`config.mk`:
```
export PLATFORM = sky130hd
export DESIGN_NAME = oled_spi_fifo
export DESIGN_NICKNAME = d
export VERILOG_FILES = /design/src/rtl/oled_spi_fifo.sv
export SDC_FILE = /design/constraint.sdc
export NUM_CORES = 1
export LEC_CHECK = 0
export ABC_AREA = 0
export CORE_ASPECT_RATIO = 0.5
export CORE_MARGIN = 2
export CORE_UTILIZATION = 45
export CTS_BUF_LIST = sky130_fd_sc_hd__clkbuf_4
export DETAILED_ROUTE_END_ITERATION = 8
export PLACE_DENSITY = 0.78
export SLEW_MARGIN = 20
export SYNTH_ARGS = -nofsm -noshare
export SYNTH_HDL_FRONTEND = slang
export SYNTH_SLANG_ARGS = --single-unit
```
`constraint.sdc`:
```
create_clock -name HCLK -period 6.3 [get_ports HCLK]
set_input_delay 1.26 -clock HCLK [delete_from_list [all_inputs] [get_ports HCLK]]
set_output_delay 1.26 -clock HCLK [all_outputs]
set_load 0.02 [all_outputs]
```
`src/rtl/oled_spi_fifo.sv`:
```
// oled_spi_fifo
//   AHB-lite slave that queues tagged display frames and sends them on the
//   4-wire OLED serial interface. Each FIFO entry carries 8 or 16 data bits
//   plus a DnC tag. The SCLK half-period is programmable, and an interrupt
//   fires when the FIFO level is at or below a programmable threshold.
//
// Ports
//   HCLK, HRESETn        clock, asynchronous active-low reset
//   HSEL .. HTRANS       AHB-lite slave inputs (only HADDR[3:2] decoded)
//   HRDATA, HREADYOUT    AHB-lite slave outputs (never inserts wait states)
//   IRQ                  FIFO-level interrupt, active high
//   nCS, DnC, SDIN, SCLK serial display interface (SCLK idles low, MSB first)
//
// Register map (HADDR[3:2])
//   0 DATA   W  {len[17], dnc[16], data[15:0]} pushes one frame
//   1 STATUS R  busy[0] empty[1] full[2] overflow[3] (W1C) level[16+:LVL_W]
//   2 CTRL   RW enable[0] flush[1] (self-clearing) irq_en[2] thresh[15:8]
//   3 CLKDIV RW SCLK half-period = CLKDIV+1 HCLK cycles
module oled_spi_fifo #(
    parameter int FIFO_DEPTH  = 8,
    parameter int DIV_W       = 8,
    parameter int DEFAULT_DIV = 0,
    parameter int LVL_W       = $clog2(FIFO_DEPTH) + 1
) (
    input  logic        HCLK,
    input  logic        HRESETn,
    input  logic        HSEL,
    input  logic        HREADY,
    input  logic        HWRITE,
    input  logic [31:0] HADDR,
    input  logic [31:0] HWDATA,
    input  logic [2:0]  HSIZE,
    input  logic [1:0]  HTRANS,
    output logic [31:0] HRDATA,
    output logic        HREADYOUT,
    output logic        IRQ,
    output logic        nCS,
    output logic        DnC,
    output logic        SDIN,
    output logic        SCLK
);

    typedef enum logic [1:0] {S_IDLE, S_LOW, S_HIGH, S_GAP} state_t;

    localparam logic [LVL_W-1:0] DEPTH_L = LVL_W'(FIFO_DEPTH);

    // ---------------- AHB address phase capture ----------------
    logic       wr_q, rd_q;
    logic [1:0] addr_q;
    logic       ahb_go;

    assign ahb_go    = HSEL && HREADY && (HTRANS != 2'b00);
    assign HREADYOUT = 1'b1;

    // NOTE: sequential state is always assigned with <= so every flop samples
    // the pre-edge value of its inputs, independent of block ordering.
    always_ff @(posedge HCLK or negedge HRESETn) begin
        if (!HRESETn) begin
            wr_q   <= 1'b0;
            rd_q   <= 1'b0;
            addr_q <= 2'd0;
        end else if (HREADY) begin
            wr_q <= ahb_go && HWRITE;
            rd_q <= ahb_go && !HWRITE;
            if (ahb_go) addr_q <= HADDR[3:2];
        end
    end

    logic wr_data, wr_stat, wr_ctrl, wr_div;
    assign wr_data = wr_q && (addr_q == 2'd0);
    assign wr_stat = wr_q && (addr_q == 2'd1);
    assign wr_ctrl = wr_q && (addr_q == 2'd2);
    assign wr_div  = wr_q && (addr_q == 2'd3);

    // ---------------- Control registers ----------------
    logic             enable, irq_en, overflow;
    logic [7:0]       thresh;
    logic [DIV_W-1:0] clkdiv;

    // ---------------- Transmit FIFO ----------------
    logic [17:0]      mem [FIFO_DEPTH];
    logic [LVL_W-1:0] wr_ptr, rd_ptr, level;
    logic             full, empty, push_ok, pop, flush;
    logic [17:0]      head;
    state_t           state_q, state_d;

    assign level   = wr_ptr - rd_ptr;
    assign full    = (level == DEPTH_L);
    assign empty   = (level == '0);
    assign push_ok = wr_data && !full;
    assign flush   = wr_ctrl && HWDATA[1];
    assign pop     = (state_q == S_IDLE) && enable && !empty;
    assign head    = mem[rd_ptr[LVL_W-2:0]];

    // NOTE: the storage array has no reset; the pointers alone define which
    // entries are valid, so clearing the contents would buy nothing.
    always_ff @(posedge HCLK) begin
        if (push_ok) mem[wr_ptr[LVL_W-2:0]] <= HWDATA[17:0];
    end

    always_ff @(posedge HCLK or negedge HRESETn) begin
        if (!HRESETn) begin
            wr_ptr   <= '0;
            rd_ptr   <= '0;
            enable   <= 1'b1;
            irq_en   <= 1'b0;
            thresh   <= 8'd0;
            clkdiv   <= DIV_W'(DEFAULT_DIV);
            overflow <= 1'b0;
            IRQ      <= 1'b0;
        end else begin
            if (push_ok) wr_ptr <= wr_ptr + LVL_W'(1);
            // A flush discards what is queued; an entry popped this same
            // cycle is already latched into the shifter and still goes out.
            if (flush)    rd_ptr <= wr_ptr;
            else if (pop) rd_ptr <= rd_ptr + LVL_W'(1);
            if (wr_ctrl) begin
                enable <= HWDATA[0];
                irq_en <= HWDATA[2];
                thresh <= HWDATA[15:8];
            end
            if (wr_div) clkdiv <= HWDATA[DIV_W-1:0];
            if (wr_data && full)             overflow <= 1'b1;
            else if (wr_stat && HWDATA[3])   overflow <= 1'b0;
            IRQ <= irq_en && (32'(level) <= 32'(thresh));
        end
    end

    // ---------------- Serialiser ----------------
    logic [DIV_W-1:0] hdiv, cnt;
    logic [15:0]      shreg;
    logic [3:0]       bitcnt;
    logic             dnc_q, tick;

    assign tick = (cnt == hdiv);

    always_ff @(posedge HCLK or negedge HRESETn) begin
        if (!HRESETn) state_q <= S_IDLE;
        else          state_q <= state_d;
    end

    // NOTE: every always_comb output gets a default first, so no path can
    // leave it unassigned and infer a latch.
    always_comb begin
        state_d = state_q;
        case (state_q)
            S_IDLE:  if (pop)  state_d = S_LOW;
            S_LOW:   if (tick) state_d = S_HIGH;
            S_HIGH:  if (tick) state_d = (bitcnt == 4'd0) ? S_GAP : S_LOW;
            S_GAP:   if (tick) state_d = S_IDLE;
            default: state_d = S_IDLE;
        endcase
    end

    always_ff @(posedge HCLK or negedge HRESETn) begin
        if (!HRESETn) begin
            cnt    <= '0;
            hdiv   <= '0;
            shreg  <= 16'd0;
            bitcnt <= 4'd0;
            dnc_q  <= 1'b0;
        end else begin
            // The phase counter runs only while a frame is in flight.
            if (state_q == S_IDLE || tick) cnt <= '0;
            else                           cnt <= cnt + DIV_W'(1);
            if (pop) begin
                shreg  <= head[15:0];
                dnc_q  <= head[16];
                bitcnt <= head[17] ? 4'd15 : 4'd7;
                hdiv   <= clkdiv;  // CLKDIV writes apply from the next frame
            end else if (state_q == S_HIGH && tick && bitcnt != 4'd0) begin
                bitcnt <= bitcnt - 4'd1;
            end
        end
    end

    assign nCS  = !(state_q == S_LOW || state_q == S_HIGH);
    assign SCLK = (state_q == S_HIGH);
    assign SDIN = !nCS && shreg[bitcnt];
    assign DnC  = dnc_q;

    // ---------------- Read mux ----------------
    always_comb begin
        HRDATA = 32'd0;
        if (rd_q) begin
            case (addr_q)
                2'd1: begin
                    HRDATA[0]          = (state_q != S_IDLE);
                    HRDATA[1]          = empty;
                    HRDATA[2]          = full;
                    HRDATA[3]          = overflow;
                    HRDATA[16 +: LVL_W] = level;
                end
                2'd2: begin
                    HRDATA[0]    = enable;
                    HRDATA[2]    = irq_en;
                    HRDATA[15:8] = thresh;
                end
                2'd3:    HRDATA[DIV_W-1:0] = clkdiv;
                default: HRDATA = 32'd0;
            endcase
        end
    end

    logic unused_bits;
    assign unused_bits = ^{HSIZE, HADDR[31:4], HADDR[1:0], HWDATA[31:18]};

endmodule

```
Yosys cells after proc, flatten, opt, wreduce, memory -nomap -nowiden

Memory sizes are Yosys's and may differ from the RTL's.
Index checks and enable logic that the tools add are counted.
Widths: inputs -> output; s select.

Output and inout port bits: 38
Register bits after elaboration: 71
Memories: 1
ROM bits: 0
Input bits: 74
Bits in writable memories: 144
Word-level logic and storage cells: 99
Bits in latches: 0

Multiplexer cells: 26
$lt $le $gt $ge: 2
Divide/modulo/power cells: 0
Shift-type cells: 0
Reduce and logical (&&, ||, !) cells: 36
Eq/ne operators: 12
$add $sub $neg: 5
Bitwise operators: 0
$mul: 0

Memories:

| name | depth | bits a word | rd ports | clocked after Yosys merged registers in | write ports | line | RTL |
|---|---|---|---|---|---|---|---|
| mem  | 8     | 18          | 1        | 0                                       | 1           | 81   | `logic [17:0] mem [FIFO_DEPTH];` |

Operators with widths:

| operator            | count |
|---|---|
| $mux 4              | 7 |
| $mux 20             | 1 |
| $logic_and 1x1->1   | 18 |
| $mux 8              | 2 |
| $mux 2              | 5 |
| $reduce_bool 2->1   | 5 |
| $add 4x1->4 const B | 2 |
| $add 8x1->8 const B | 1 |
| $eq 2x2->1 const B  | 4 |
| $eq 8x8->1          | 1 |
| $le 4x8->1          | 1 |
| $logic_not 4->1     | 2 |
| $pmux 2 s4          | 1 |
| $ne 2x2->1 const B  | 3 |
| $pmux 1 s3          | 2 |
| $lt 4x5->1 const B  | 1 |
| $mux 1              | 5 |
| $bmux 1 s4          | 1 |
| $eq 2x1->1 const B  | 2 |
| $eq 4x4->1 const B  | 1 |
| $logic_not 1->1     | 4 |
| $logic_not 2->1     | 2 |
| $pmux 1 s2          | 2 |
| $reduce_and 4->1    | 1 |
| other kinds (6)     | 7 |

Longest topological paths before layout

Gate-level depths: netlist of the first run.

Depth after elaboration: 6
Depth in mapped cells: 12
Mapped depth without buffers: 11

Worst setup path before layout of the first run

No wires, ideal clock.

Path type: register to register
Start point: register rd_ptr[2]
End point: memory mem[0][0], enable pin
Setup time: 0.439 ns
Buffers on the path: 2
Required time: 5.861 ns
Stages on the path, launching flop included: 10
Path slack: 1.745 ns
Arrival: 4.116 ns
Clock period less this slack: 4.555 ns
Cell sequence: dfrtp_1 inv_2 buf_1 ha_1 a21oi_1 a21oi_2 or2_2 buf_2 a21o_1 nor4_1

Word-level cells in the longest chain between the ends: 6

Ends and longest elaborated chain:

| what                         | line | RTL |
|---|---|---|
| start, declared              | 82   | `logic [LVL_W-1:0] wr_ptr, rd_ptr, level;` |
| start signal, assigned       | 115  | `if (flush) rd_ptr <= wr_ptr;` |
| start signal, assigned       | 116  | `else if (pop) rd_ptr <= rd_ptr + LVL_W'(1);` |
| $sub 4x4->4                  | 87   | `assign level = wr_ptr - rd_ptr;` |
| $eq 4x4->1                   | 88   | `assign full = (level == DEPTH_L);` |
| $logic_not 1->1              | 90   | `assign push_ok = wr_data && !full;` |
| $logic_and 1x1->1            | 90   |  |
| $mux 1                       | 98   | `if (push_ok) mem[wr_ptr[LVL_W-2:0]] <= HWDATA[17:0];` |
| $mux 1 (not written as such) | 98   |  |
| end, declared                | 81   |  |

No other way between the ends.

Final worst setup path of the first run

Start point: register rd_ptr[2]
End point: output port HRDATA[2]

Word-level cells in the longest chain between the ends: 4

Ends and longest elaborated chain:

| what          | line | RTL |
|---|---|---|
| $sub 4x4->4   | 87   |  |
| $eq 4x4->1    | 88   |  |
| $pmux 1 s3    | 186  | `case (addr_q)` |
| $mux 20       | 185  | `if (rd_q) begin` |
| end, declared | 34   | `output logic [31:0] HRDATA,` |

No other way between the ends.

==> metrics.yaml, run 1 <==
routing:
  viasPerCell: 5.40
  via_count: 5173
  drc: 0
  firstDrtPassIters: 4
  dr.first_iter.drc_count: 351
  antenna_left: 0
  drt_wl_total_um: 17500
  wire_per_inst_um: 18.3
sta:
  tns_ps: 0
  worst_pin_slew_ps: 1020
  period_share: 0.803
  setup_violations: 0
  final-hold-violation-count: 0
  fin_ws_ps: 1240
  slew_violations: 0
  finClkSkew_ps: 42.2
  slew_headroom: 0.321
  rsz0062_at_grt: "false"
  period_minus_slack_ps: 5060
  clock.fmax_mhz: 198
place:
  gp_congestion: 0.768
  portBuffers: 51
  dp.cells: 871
  dp_hpwl_um: 11100
  pre_cts_ws_ps: 1880
cts:
  clk-insertion-delay-late_ps: 640
  cts_tree: "built"
  numCtsBuffers: 48
  cts-root-buf: "clkbuf_4"
  clock_path_buffers: 3
  cts_setup_buffers: 0
  cts.sinks: 215
  cts-resized-gates: 0
  htreeDepth: 2
  clk_pin_slew_ps: 60
  ctsHoldBuffers: 0
yosys:
  synth_enable_flop_cells: 144
  syn_inst: 569
  synthXorXnorAreaFrac: 0.0227
  async_reset_ff_frac: 0.330
  synthFlopType: "edfxtp_1"
  ys_types: 54
  syn_area_um2: 9190
  yosys.area_share.simple: 0.0612
  synth_compound_area_frac: 0.0414
  synth_area_per_cell_um2: 16.1
  synth_adder_area_share: 0.0226
  synthMuxAreaShare: 0.156
  ys_seq_area_frac: 0.664
  ys_seq_elements: 215
  synth_top_family_by_area: "multiplexers"
  ys_warn_count: 0
setup_path:
  cp_max_fo: 19
  cp-start-kind: "register"
  critical_path_class: "register to primary output"
  critical_path_arrival_ps: 3800
  cp_data_required_time_ps: 5040
  cp-end-kind: "primary output"
  rr_worst_depth: 10
final_layout:
  diodes: 0
  nNetsFinal: 745
  layout_common_cells: "144 x edfxtp_1, 79 x clkbuf_4, 69 x dfrtp_1"
  layout_commonest_cell: "edfxtp_1"
  stdcell_count: 958
  drive_gt1_frac: 0.262
  nFillCells: 1563
  synthToLayoutAreaGrowth_pct: 15.8
min_path:
  whs_path_depth: 2
  hp-class: "register to register"
global_routing:
  grt_pass1_vias: 5402
  grt_pass1_wl_um: 28200
  grt_max_degree: 72
  antenna_found_initial: 0
  gr-total-overflow: 0
  grt_usage: 0.170
die:
  rows: 36
  die_height_um: 105
  core_region_area_um2: 19700
  initial_core_util: 0.466
  io_pins: 112
  die_w_um: 206
  design.die.area_um2: 21600
power:
  power_density_nw_per_um2: 427
  finalPower_mw: 4.54
  irDropWorstVdd_v: 0.000210
  p_leak_nw: 4.00
flow_run:
  cap_violations: 0
status:
  status: "finished, final reports clean"
-- per-layer routing --
| metal | wire length, um | up-vias | global-route usage |
|---|---|---|---|
| met1 | 7560 | 2658 | 0.222 |
| met2 | 8600 | 161 | 0.281 |
| met5 | 0 | - | 0 |
| met3 | 1130 | 23 | 0.0387 |
| met4 | 238 | 0 | 0.0561 |
| li1 | - | 2331 | - |
-- critical path: stages, from the launching register on --
cell and delay [ps]:
dfrtp_1 440, inv_2 500, ha_1 430, and3b_1 220
nor3_2 310, or2_2 250, nand3b_1 90, a311oi_1 280
clkdlybuf4s50_1 650
-- power breakdown --
group | total, mW | switching (mW) | internal (mW)
Combinational | 1.50 | 0.775 | 0.721
Sequential | 1.92 | 0.194 | 1.72
Clock | 1.13 | 0.519 | 0.607
Total | 4.54 | 1.49 | 3.05
-- layout make-up --
cell class | instances | area [um^2] | area share
clock buffer | 79 | 593 | 0.0558
clock inverter | 8 | 61.3 | 0.00576
inverter | 21 | 78.8 | 0.00741
multi-input combinational | 307 | 2880 | 0.271
sequential | 215 | 6100 | 0.574
tap | 266 | 333 | 0.0313
timing repair buffer | 62 | 588 | 0.0553
-- metrics by stage --
| step | util | cell area [um^2] | hold WS [ps] |
|---|---|---|---|
| global placement | 0.506 | 9980 | 458 |
| finish | 0.539 | 10600 | 479 |
| CTS | 0.539 | 10600 | 480 |
| detailed placement | 0.506 | 9980 | 466 |
| global route | 0.539 | 10600 | 516 |
| floorplan | - | 9230 | 445 |
-- cells in the mapped netlist (all sizes together), types with 2 or more instances --
| cell type | number | area share |
|---|---|---|
| nand4 | 5 | 0.0034 |
| nor3 | 5 | 0.0033 |
| and2 | 6 | 0.0041 |
| conb | 2 | 0.00082 |
| mux2 | 28 | 0.034 |
| xnor2 | 16 | 0.016 |
| nor4 | 4 | 0.0027 |
| mux2i | 19 | 0.021 |
| and3 | 13 | 0.0089 |
| buf | 25 | 0.018 |
| ha | 15 | 0.020 |
| dfrtp | 70 | 0.19 |
| edfxtp | 144 | 0.47 |
| nand2b | 3 | 0.0020 |
| nand2 | 31 | 0.013 |
| or3 | 3 | 0.0020 |
| nor2 | 18 | 0.0074 |
| nor2b | 4 | 0.0027 |
| o31ai | 2 | 0.0016 |
| a21o | 2 | 0.0016 |
| o21ai | 27 | 0.015 |
| o32a | 2 | 0.0022 |
| clkbuf | 12 | 0.0049 |
| nand3b | 3 | 0.0025 |
| a31oi | 4 | 0.0034 |
| mux4 | 41 | 0.10 |
| inv | 21 | 0.0086 |
| a21oi | 9 | 0.0053 |
| xor2 | 7 | 0.0067 |
| o211ai | 3 | 0.0025 |
| nand3 | 10 | 0.0054 |
-- flip-flops by register name, summed over array words and instances, names as in the netlist, 8 cells and up --
signal and flops:
mem 144, shreg 16, clkdiv 8, cnt 8, hdiv 8, thresh 8
-- worst paths after layout --
| path | slack (ps) | to | start |
|---|---|---|---|
| setup / recovery | 1240 | HRDATA[2] | rd_ptr[2]$_DFFE_PN0P_ |
| hold / removal | 480 | shreg[4]$_DFFE_PN0P_ | shreg[4]$_DFFE_PN0P_ |
| setup reg to reg | 2470 | mem[6][4]$_DFFE_PP_ | wr_ptr[0]$_DFFE_PN0P_ |
| hold reg to reg | 480 | shreg[4]$_DFFE_PN0P_ | shreg[4]$_DFFE_PN0P_ |
| max in group asynchronous | 4810 | rd_ptr[0]$_DFFE_PN0P_ | HRESETn |
| min in group asynchronous | 850 | clkdiv[0]$_DFFE_PN0P_ | HRESETn |
-- logic make-up (layout without fill, tap and decap cells) --
logic type               after synthesis  in the layout
flip-flops                           215            215
other                                  2             13
AO/OA/AOI/OAI                         58             58
AND/OR/NAND/NOR                      109            109
adder cells (fa/ha/maj)               16             16
XOR/XNOR                              23             23
buffers and inverters                 58            170
multiplexers                          88             88
No activity file was read; power rests on OpenSTA's default activity.
==> run 2: changes to the inputs <==
Clock period 6.3 ns to 5.02 ns, I/O delays scaled along.
==> metrics.yaml, run 2 (synthesized netlist as in run 1, its figures left out) <==
status:
  status: "finished, final reports clean"
die:
  initial_core_util: 0.466  # unchanged
  die_height_um: 105  # unchanged
  design.die.area_um2: 21600  # unchanged
  die_w_um: 206  # unchanged
  core_region_area_um2: 19700  # unchanged
  rows: 36  # unchanged
  io_pins: 112  # unchanged
place:
  gp_congestion: 0.767  # -0.13%
  dpl_cell_area_um2: 10000  # +0.15%
  dp.cells: 873  # +0.23%
  pre_cts_ws_ps: 1100  # -784 ps
  portBuffers: 51  # unchanged
  dp_hpwl_um: 11200  # +0.55%
global_routing:
  antenna_found_initial: 1  # +1
  grt_pass1_wl_um: 27900  # -1.2%
  grt_max_degree: 47  # -35%
  grt_usage: 0.169  # -0.000757
  grt_pass1_vias: 5250  # -2.8%
  gr-total-overflow: 0  # unchanged
sta:
  worst_pin_slew_ps: 972  # -43.7 ps
  slew_headroom: 0.351  # +0.0300
  finClkSkew_ps: 47.9  # +5.69 ps
  final-hold-violation-count: 0  # unchanged
  fin_ws_ps: 477  # -765 ps
  slew_violations: 0  # unchanged
  period_share: 0.905
  clock.fmax_mhz: 220
  fin_hold_ws_ps: 402  # -77.1 ps
  setup_violations: 0  # unchanged
  period_minus_slack_ps: 4540
  rsz0062_at_grt: "false"
  tns_ps: 0  # unchanged
cts:
  cts_setup_buffers: 0  # unchanged
  htreeDepth: 2  # unchanged
  clk-insertion-delay-late_ps: 620  # -20 ps
  clk_pin_slew_ps: 70  # about the same
  cts_tree: "built"
  ctsHoldBuffers: 0  # unchanged
  numCtsBuffers: 49  # +2.1%
  clock_path_buffers: 3  # unchanged
  cts.sinks: 215  # unchanged
  cts-resized-gates: 0  # unchanged
  cts-root-buf: "clkbuf_4"
power:
  p_leak_nw: 4.01  # +0.16%
  power_density_nw_per_um2: 535  # +25%
  finalPower_mw: 5.70  # +26%
  irDropWorstVdd_v: 0.000203  # -3.2%
setup_path:
  cp_cell_sequence: "inv_1, ha_1, inv_1, fa_1, xnor2_2, and3_1, nand3b_1, a311oi_1, clkdlybuf4s50_1"
  cp-start-kind: "register"
  cp_max_fo: 9  # -10
  critical_path_class: "register to primary output"
  crit_path_frequent_cell: "inv_1"
  critical_path.slowest_cell: "clkdlybuf4s50_1"
  cp-end-kind: "primary output"
  critical_path_arrival_ps: 3540  # -260 ps
  cp_data_required_time_ps: 4020  # -1020 ps
  crit_path_max_incr_delay_ps: 640  # about the same
final_layout:
  largest_reg_flops: 144  # unchanged
  final_cell_area_um2: 10700  # +0.25%
  fin_util: 0.540  # +0.00133
  nNetsFinal: 748  # +0.40%
  synthToLayoutAreaGrowth_pct: 16.1
  drive_gt1_frac: 0.258  # -0.00368
  layout_common_cells: "144 x edfxtp_1, 75 x clkbuf_4, 69 x dfrtp_1"
  stdcell_count: 965  # +0.73%
  layout_commonest_cell: "edfxtp_1"
routing:
  antenna_left: 0  # unchanged
  via_count: 5098  # -1.4%
  dr.first_iter.drc_count: 340  # -3.1%
  drc: 0  # unchanged
  viasPerCell: 5.28  # -2.2%
  drt_wl_total_um: 17800  # +1.7%
  wire_per_inst_um: 18.5  # +0.95%
  firstDrtPassIters: 4  # unchanged
flow_run:
  cap_violations: 0  # unchanged
min_path:
  hp-class: "primary input to async pin"
run 2: cell type report:
cell class | count | area (um^2)
fill | 1531 | 9070
timing repair buffer | 64 | 606
clock inverter | 16 | 97.6
antenna | 1 | 2.50
clock buffer | 75 | 563
sequential | 215 | 6100
tap | 266 | 333
multi-input combinational | 307 | 2880
inverter | 21 | 78.8
run 2: power breakdown:
part | switching, mW | internal [mW] | total (mW)
sequential | 0.245 | 2.16 | 2.41
combinational | 0.976 | 0.913 | 1.89
clock | 0.668 | 0.738 | 1.41
total | 1.89 | 3.82 | 5.70
run 2: per-layer routing:
metal | wire, um | up-vias | part of all wire | track usage
met3 | 1030 | 20 | 0.058 | 0.0356
met5 | 0 | - | 0 | 0
met4 | 170 | 0 | 0.0095 | 0.0423
li1 | - | 2345 | - | -
met1 | 7720 | 2586 | 0.43 | 0.224
met2 | 8900 | 147 | 0.50 | 0.285
run 2: final timing paths:
check / cells past startpoint / to / from / slack, ps
setup / recovery: 9 / HRDATA[2] / wr_ptr[0]$_DFFE_PN0P_ / 480
hold / removal: 1 / thresh[6]$_DFFE_PN0P_ / HRESETn / 400
setup reg to reg: 9 / mem[7][4]$_DFFE_PP_ / wr_ptr[0]$_DFFE_PN0P_ / 1430
hold reg to reg: 2 / shreg[0]$_DFFE_PN0P_ / shreg[0]$_DFFE_PN0P_ / 480
max in group asynchronous: 2 / enable$_DFFE_PN1P_ / HRESETn / 3760
min in group HCLK: 2 / shreg[0]$_DFFE_PN0P_ / shreg[0]$_DFFE_PN0P_ / 480
run 2: worst max-delay path: cells and delay by family, from the launching register on:
kind                     cells  cell delay, ps
AO/OA/AOI/OAI                1             260
XOR/XNOR                     1             240
adder cells (fa/ha/maj)      2             600
buffers and inverters        3             920
flip-flops                   1             520
AND/OR/NAND/NOR              2             400
==> run 3: changes to the inputs <==
Settings changed: CELL_PAD_IN_SITES_DETAIL_PLACEMENT set to 0, CELL_PAD_IN_SITES_GLOBAL_PLACEMENT set to 1, PLACE_DENSITY 0.78 to 0.88.
==> metrics.yaml, run 3 (synthesized netlist as in run 1, its figures left out) <==
global_routing:
  grt_pass1_vias: 5269  # +0.36%
  antenna_found_initial: 0  # -1
  grt_max_degree: 72  # +53%
  grt_usage: 0.172  # +0.00345
  gr-total-overflow: 0  # unchanged
  grt_pass1_wl_um: 28400  # +1.9%
power:
  switching_share: 0.330  # -0.000790
  power_density_nw_per_um2: 531  # -0.73%
  irDropWorstVdd_v: 0.000229  # +12%
  power_switching_mw: 1.87  # -1.2%
  p_int_mw: 3.78  # -0.82%
  power_frac_clock: 0.243  # -0.004
  seqPwrFrac: 0.427  # +0.005
  power_frac_comb: 0.330  # about the same
  p_leak_nw: 3.99  # -0.34%
routing:
  drt_wl_total_um: 17800  # -0.13%
  dr.first_iter.drc_count: 302  # -11%
  antenna_left: 0  # unchanged
  via_count: 5039  # -1.2%
  wire_per_inst_um: 18.5  # about the same
  drc: 0  # unchanged
  viasPerCell: 5.23  # -0.95%
  firstDrtPassIters: 4  # unchanged
sta:
  period_share: 0.915  # +0.0103
  slew_violations: 0  # unchanged
  worst_pin_slew_ps: 940  # -31.7 ps
  slew_headroom: 0.373  # +0.0218
  rsz0062_at_grt: "false"
  tns_ps: 0  # unchanged
  final-hold-violation-count: 0  # unchanged
  finClkSkew_ps: 28.1  # -19.8 ps
  clock.fmax_mhz: 218  # -1.1%
  period_minus_slack_ps: 4590  # +51.8 ps
  setup_violations: 0  # unchanged
final_layout:
  layout_common_cells: "144 x edfxtp_1, 78 x clkbuf_4, 69 x dfrtp_1"
  nNetsFinal: 747  # -0.13%
  largest_reg_flops: 144  # unchanged
  drive_gt1_frac: 0.261  # +0.00324
  fin_util: 0.539  # -0.00114
  layout_commonest_cell: "edfxtp_1"
  synthToLayoutAreaGrowth_pct: 15.8
  nFillCells: 1555  # +1.6%
  diodes: 0  # -1
setup_path:
  cp-end-kind: "primary output"
  crit_buf_inv: 3  # unchanged
  cp_max_fo: 9  # unchanged
  critical-path-top-delay-family: "buffers and inverters"
  critical_path_arrival_ps: 3590  # +50 ps
  cp-start-kind: "register"
  critical_path_class: "register to primary output"
  crit_path_frequent_cell: "inv_1"
  startpoint: "wr_ptr[0]$_DFFE_PN0P_"
  crit_path_max_incr_delay_ps: 640  # about the same
  regToRegStartpoint: "wr_ptr[0]$_DFFE_PN0P_"
  critical_path.slowest_cell: "clkdlybuf4s50_1"
  cp_data_required_time_ps: 4020  # about the same
  cp_cell_sequence: "inv_1, ha_1, inv_1, fa_1, xnor2_2, and3_1, nand3b_1, a311oi_1, clkdlybuf4s50_1"
die:
  die_w_um: 206  # unchanged
  die_height_um: 105  # unchanged
  core_region_area_um2: 19700  # unchanged
  io_pins: 112  # unchanged
  rows: 36  # unchanged
  design.die.area_um2: 21600  # unchanged
  initial_core_util: 0.466  # unchanged
place:
  dp_hpwl_um: 11200  # +0.58%
  portBuffers: 51  # unchanged
  gp_congestion: 0.742  # -3.2%
status:
  status: "finished, final reports clean"
flow_run:
  cap_violations: 0  # unchanged
cts:
  cts_tree: "built"
  clk_pin_slew_ps: 70  # about the same
  cts-resized-gates: 0  # unchanged
  cts-root-buf: "clkbuf_4"
  ctsHoldBuffers: 0  # unchanged
  clk-insertion-delay-late_ps: 650  # +30 ps
  cts_setup_buffers: 0  # unchanged
  cts.sinks: 215  # unchanged
  numCtsBuffers: 49  # unchanged
  htreeDepth: 2  # unchanged
  clock_path_buffers: 3  # unchanged
min_path:
  hp-class: "primary input to async pin"
==> run 3: power groups by stage <==
| stage | combinational (mW) | clock, mW | sequential, mW |
|---|---|---|---|
| after floorplan | 1.50 | 0 | 2.34 |
| after global placement | 1.84 | 0 | 2.43 |
| after detailed placement | 1.89 | 0 | 2.45 |
| after CTS | 1.90 | 1.41 | 2.41 |
| after global routing | 2.09 | 1.50 | 2.45 |
| final | 1.86 | 1.37 | 2.41 |
==> run 3: worst paths after layout <==
| check | end | slack (ps) | cells past startpoint |
|---|---|---|---|
| max in group asynchronous | shreg[0]$_DFFE_PN0P_ | 3890 | 1 |
| min in group HCLK | shreg[1]$_DFFE_PN0P_ | 480 | 2 |
| worst max register to register | mem[2][6]$_DFFE_PP_ | 1460 | 10 |
| worst min register to register | shreg[1]$_DFFE_PN0P_ | 480 | 2 |
| worst min-delay path | thresh[4]$_DFFE_PN0P_ | 480 | 1 |
| worst max-delay path | HRDATA[2] | 430 | 9 |
==> run 3: per-layer routing <==
layer | global-route usage | wire, um | up-vias
met4 | 0.0551 | 307 | 0
met2 | 0.274 | 8520 | 124
met3 | 0.0371 | 989 | 27
met5 | 0 | 0 | -
met1 | 0.238 | 7980 | 2539
li1 | - | - | 2349
==> run 3: layout make-up <==
type                    count  area (um^2)  area share
multi-input cells         307         2880       0.270
inverters                  21         78.8     0.00741
repair buffers             63          598      0.0562
clock buffers              78          586      0.0550
flip-flops and latches    215         6100       0.574
clock inverters            13         62.6     0.00588
well taps                 266          333      0.0313
==> run 3: through the flow <==
step	hold WS (ps)	setup slack, ps	cells	power (mW)	cell area (um^2)
after floorplan	445	465	580	3.84	9230
after global placement	456	1130	872	4.27	9990
after detailed placement	469	1090	872	4.34	9990
after CTS	483	377	963	5.72	10600
after global routing	509	238	963	6.04	10600
final	479	425	963	5.65	10600
